===== config.mk =====
export PLATFORM = sky130hd
export DESIGN_NAME = adder_operand_ctrl
export DESIGN_NICKNAME = d
export VERILOG_FILES = /design/src/rtl/adder_operand_ctrl.sv
export SDC_FILE = /design/constraint.sdc
export NUM_CORES = 1
export LEC_CHECK = 0
export CAP_MARGIN = 5
export CORE_ASPECT_RATIO = 0.7
export CORE_MARGIN = 2
export CORE_UTILIZATION = 40
export DETAILED_ROUTE_END_ITERATION = 6
export HOLD_SLACK_MARGIN = 0.02
export PLACE_DENSITY = 0.76
export SLEW_MARGIN = 20
export SYNTH_ARGS = -nofsm -noshare
export SYNTH_HDL_FRONTEND = slang
export SYNTH_SLANG_ARGS = --single-unit

===== constraint.sdc =====
create_clock -name clk -period 3.6 [get_ports clk]
set_input_delay 1.08 -clock clk [delete_from_list [all_inputs] [get_ports clk]]
set_output_delay 1.08 -clock clk [all_outputs]
set_load 0.05 [all_outputs]

===== src/rtl/adder_operand_ctrl.sv =====
// Purpose: collects operand A then operand B+carry-in from a byte stream, drives an external adder, registers sum/overflow.
// Latency: result registered one edge after B is accepted; result_valid high for the following cycle (DONE).
// Backpressure: none; data_valid is ignored (dropped, not queued) while busy is high in ADD and DONE.
module adder_operand_ctrl #(
    parameter int NUM_BITS = 8,
    parameter int CNT_BITS = 4
) (
    input  logic                clk,
    input  logic                n_rst,
    input  logic [NUM_BITS-1:0] data_in,
    input  logic                data_valid,
    input  logic                cin_in,
    input  logic                clear,
    input  logic [NUM_BITS-1:0] add_sum,
    input  logic                add_ovf,
    output logic [NUM_BITS-1:0] add_a,
    output logic [NUM_BITS-1:0] add_b,
    output logic                add_cin,
    output logic                busy,
    output logic [NUM_BITS-1:0] result,
    output logic                overflow,
    output logic                result_valid,
    output logic [CNT_BITS-1:0] overflow_cnt
);

    localparam logic [1:0] IDLE   = 2'd0;
    localparam logic [1:0] WAIT_B = 2'd1;
    localparam logic [1:0] ADD    = 2'd2;
    localparam logic [1:0] DONE   = 2'd3;

    localparam logic [CNT_BITS-1:0] CNT_MAX = {CNT_BITS{1'b1}};

    logic [1:0] state;
    logic [1:0] state_nxt;

    // Next-state decode; clear forces IDLE from any state.
    always_comb begin
        state_nxt = state;
        if (clear) begin
            state_nxt = IDLE;
        end else begin
            case (state)
                IDLE:    if (data_valid) state_nxt = WAIT_B;
                WAIT_B:  if (data_valid) state_nxt = ADD;
                ADD:     state_nxt = DONE;
                DONE:    state_nxt = IDLE;
                default: state_nxt = IDLE;
            endcase
        end
    end

    // State register.
    always_ff @(posedge clk or negedge n_rst) begin
        if (!n_rst) begin
            state <= IDLE;
        end else begin
            state <= state_nxt;
        end
    end

    // Operand capture: A in IDLE, B and carry-in together in WAIT_B; clear leaves them untouched.
    always_ff @(posedge clk or negedge n_rst) begin
        if (!n_rst) begin
            add_a   <= '0;
            add_b   <= '0;
            add_cin <= 1'b0;
        end else if (!clear && data_valid) begin
            if (state == IDLE) begin
                add_a <= data_in;
            end else if (state == WAIT_B) begin
                add_b   <= data_in;
                add_cin <= cin_in;
            end
        end
    end

    // Capture the adder outputs at the end of ADD unless the add is aborted by clear.
    always_ff @(posedge clk or negedge n_rst) begin
        if (!n_rst) begin
            result   <= '0;
            overflow <= 1'b0;
        end else if (!clear && state == ADD) begin
            result   <= add_sum;
            overflow <= add_ovf;
        end
    end

    // Saturating count of completed adds that overflowed; clear zeroes it.
    always_ff @(posedge clk or negedge n_rst) begin
        if (!n_rst) begin
            overflow_cnt <= '0;
        end else if (clear) begin
            overflow_cnt <= '0;
        end else if (state == ADD && add_ovf && overflow_cnt != CNT_MAX) begin
            overflow_cnt <= overflow_cnt + CNT_BITS'(1);
        end
    end

    assign busy         = (state == ADD) || (state == DONE);
    assign result_valid = (state == DONE);

endmodule


== Yosys cells after proc, flatten, opt, wreduce, memory -nomap -nowiden ==
Index checks and enable logic that the tools add are counted.
Storage, ports and cells
  flip-flop bits (word level): 32
  bits of input ports: 22
  output and inout port bits: 32
Cells by class
  add/sub/neg operators: 1
  equality and inequality tests: 6
  mux-type cells: 6
  bitwise logic cells: 1
  reductions and logical operators: 11
Operator list (number)
  $mux 4: 2
  $pmux 2 s4: 1
  $mux 2: 3
  $ne 3x3->1 const B: 2
  $add 4x1->4 const B: 1
  $eq 2x2->1 const B: 2
  $logic_and 1x1->1: 4
  $ne 4x4->1 const B: 1
  $reduce_and 2->1: 2
  $reduce_and 3->1: 1
  $eq 2x1->1 const B: 1
  $logic_not 2->1: 1
  $reduce_bool 2->1: 1
  $logic_not 1->1: 1
  $logic_or 1x1->1: 1
  $not 1->1: 1

== Longest topological paths before layout ==
  depth after elaboration: 5
  mapped depth: 5
  depth with buffers taken out: 5

== Least setup slack after synthesis ==
OpenSTA, ideal clock, no wires.
  path kind: reg-to-output
  start: register state[0]
  end: output busy
  arrival: 1.284 ns
  data required time: 2.520 ns
  path slack: 1.236 ns
  cell stages (with the launch flop): 3
  path buffers: 0
  path through: dfrtp_1 -> ha_1 -> or2_2
Between the ends
  longest elaborated chain between the ends: 2
  elaborated cells between the ends (all ways): 3
RTL lines
  start: declaration: RTL line 33  | logic [1:0] state;
  start signal: assignment: RTL line 57  | state <= state_nxt;
  $eq 2x2->1
  named net result_valid: RTL line 22  | output logic result_valid,
  $logic_or 1x1->1: RTL line 99  | assign busy = (state == ADD) || (state == DONE);
  end: declaration: RTL line 19  | output logic busy,
The timed path passes the listed nets, and every way through them passes these cells.

== Final worst setup path ==
  start: register state[0]
  end: output busy
Between the ends
  longest elaborated chain between the ends: 2
  elaborated cells between the ends (all ways): 3
RTL lines (RTL line)
  $eq 2x2->1: 99
  $logic_or 1x1->1 (*): 99
Every way passes the cells marked *; elsewhere a longest branch is shown, timed or not.

==> impl_metrics.tcl <==
set metrics [dict create \
    grt_pass1_vias 936 \
    finalCritPeriodShare 0.862 \
    worst-path-stages 4 \
    numCtsBuffers 5 \
    period_minus_slack_ns 3.10 \
    cp-start-kind "flip-flop" \
    grt_pass1_wl_um 4270 \
    cp_max_fo 5 \
    leakagePower_nw 0.915 \
    syn_to_final_growth_pct 49.1 \
    slew_viol_final 0 \
    relSlewSlack 0.651 \
    r2r_slack_ns 1.87 \
    worst-endpoint-arrival_ns 2.02 \
    worstSetupPathType "flip-flop to output pin" \
    drc 0 \
    crit_start "state[0]$_DFFE_PN0P_" \
    clkLatencyLatePin_ns 0.28 \
    synth_ff_type "dfrtp_1" \
    use_met2 0.243 \
    cts_hold_buf 0 \
    avgSynthCellArea_sq_um 15.2 \
    cts.clk_slew.worst_paths_ns 0.06 \
    ys_types 23 \
    synth_fp_nets 120 \
    cp-end-kind "output pin" \
    core_sq_um 3450 \
    final_antenna_net_count 0 \
    track_usage 0.147 \
    finalClockSkew_ns 0.00192 \
    tightest_slew_ns 0.521 \
    synth_top_area_frac 0.567 \
    multi_input_area_sq_um 578 \
    cts_setup_buffers 0 \
    grt_use_met3 0.0562 \
    drt_wl_total_um 2820 \
    layout_commonest_cell "clkdlybuf4s50_1" \
    avgRoutedWirePerCell_um 13.8 \
    hold_viol_final 0 \
    ios 54 \
    r2r-end "add_cin$_DFFE_PN0P_" \
    crit_buf_inv 2 \
    start_util 0.410 \
    finalWeightedCongestion 0.773 \
    critPathRequiredTime_ns 2.52 \
    cpMaxStageDelayCell "clkdlybuf4s50_1" \
    hold_depth 1 \
    gr-max-usage-layer "met2" \
    fin_util 0.611 \
    synth-edff-count 0 \
    fmax_mhz 322 \
    p_total_mw 2.14 \
    finalNetCount 181 \
    netlist_instances 93 \
    fillers 290 \
    synth_top_area_cell "dfrtp_1" \
    setup_tns_ns 0 \
    yosys_register_bits 32 \
    drtIter0Drc 45 \
    vias 957 \
    antennaDiodeCount 0 \
    chipHeight_um 53.7 \
    ctsRootBufferMaster "clkbuf_8" \
    yosys-top-cells-area "dfrtp_1 (57%), mux2_1 (14%), mux2_4 (9.6%), ha_1 (4.4%), mux2i_1 (1.4%)" \
    setup_viol 0 \
    routed_via_density 4.69 \
    htree_levels 2 \
    cts_sinks 32 \
    peakVddDrop_uv 489 \
    whs_ns 0.482 \
    netlist_area_sq_um 1410 \
    hp-class "flip-flop to flip-flop" \
    dp_hpwl_um 2120 \
    yosysSeqAreaShare 0.567 \
    dieArea_sq_um 4030 \
    outcome "completed" \
    drive_gt1_frac 0.156 \
    antenna_found_initial 0 \
    crit_family "buffers and inverters" \
    use_met1 0.178 \
    final_cell_mix "clkdlybuf4s50_1 (53), dfrtp_1 (32), mux2_1 (17)" \
    seqCellArea_sq_um 801 \
    grt-ovfl-total 0 \
    path_cells "inv_1, ha_1, or2_2, clkdlybuf4s50_1" \
    cts-resized-gates 0 \
    reg2reg_from "state[0]$_DFFE_PN0P_" \
    synthArstFlopShare 1.00 \
    cts_tree "yes" \
    slowest_delay_ns 0.70 \
    io_buffers 53 \
    grt_max_degree 33 \
    powerDensity_nw_per_um2 1020 \
    rows 18 \
    clock_path_buffers 2 \
    ys_warn_count 0 \
    first_pass_iters 4 \
    drv_cap 0 \
    endpoint "busy" \
    holdCritStartpoint "result[1]$_DFFE_PN0P_" \
    reg2regPathDepth 5 \
    die_w_um 75.0 \
    rsz0062_at_grt "false" \
]
## kinds of logic (layout without fill, tap and decap cells)
group | Yosys count | count (layout) | synth area share
compound gates | 4 | 4 | 0.0195
xor+xnor | 1 | 1 | 0.00620
fa+ha+maj | 5 | 5 | 0.0443
buf+inv | 5 | 66 | 0.0239
flops | 32 | 32 | 0.567
mux | 29 | 29 | 0.253
simple gates | 17 | 17 | 0.0859
## report_power, final
part | internal, mW | switching [mW]
logic | 0.471 | 0.767
registers | 0.522 | 0.0896
clock network | 0.170 | 0.122
## routing by layer
layer / wire length [um] / share of wire
met5: 0 / 0
met4: 17 / 0.0060
met3: 233 / 0.083
met2: 1320 / 0.47
met1: 1250 / 0.44
## area by class of cell
cell class	count	share of cell area
Inverter	2	0.00357
Sequential cell	32	0.380
Multi-Input combinational cell	56	0.275
Clock buffer	7	0.0458
Timing Repair Buffer	57	0.266
Tap cell	50	0.0297
## flip-flops by register name, indices dropped and copies added (netlist names)
| name | count |
|---|---|
| add_a | 8 |
| add_b | 8 |
| add_cin | 1 |
| overflow | 1 |
| overflow_cnt | 4 |
| result | 8 |
| state | 2 |
## worst min path at each step
stage and end:
6_report result[1]$_DFFE_PN0P_, 4_1_cts result[1]$_DFFE_PN0P_, 3_3_place_gp result[6]$_DFFE_PN0P_, 2_1_floorplan state[1]$_DFFE_PN0P_, 3_5_place_dp result[1]$_DFFE_PN0P_, 5_1_grt result[1]$_DFFE_PN0P_
## cells in the mapped netlist, types with 2 or more instances
library cell  instances
nor3b_1               2
nor2_1                3
a31oi_1               2
nand2b_1              2
inv_1                 2
mux2_1               17
nand3_1               2
nor2b_1               2
mux2_4                9
dfrtp_1              32
ha_1                  5
buf_4                 2
mux2i_1               2
o21bai_1              2
## metrics by stage
step                      cell area, sq um  cells  setup slack (ns)
final                                 2110    204             0.498
after global routing                  2110    204             0.427
after CTS                             2110    204             0.499
after detailed placement              2010    197             0.814
after global placement                2010    197             0.846
after floorplan                       1410     93              1.24
## worst register-to-register path: cells and delay by family (launching register included)
kind	cells	cell delay, ns
buffers and inverters	2	0.31
adders and majority gates	1	0.26
DFF	1	0.42
muxes	1	0.31
and+or+nand+nor	1	0.32
Note: power is estimated with default switching activity, not from simulation.
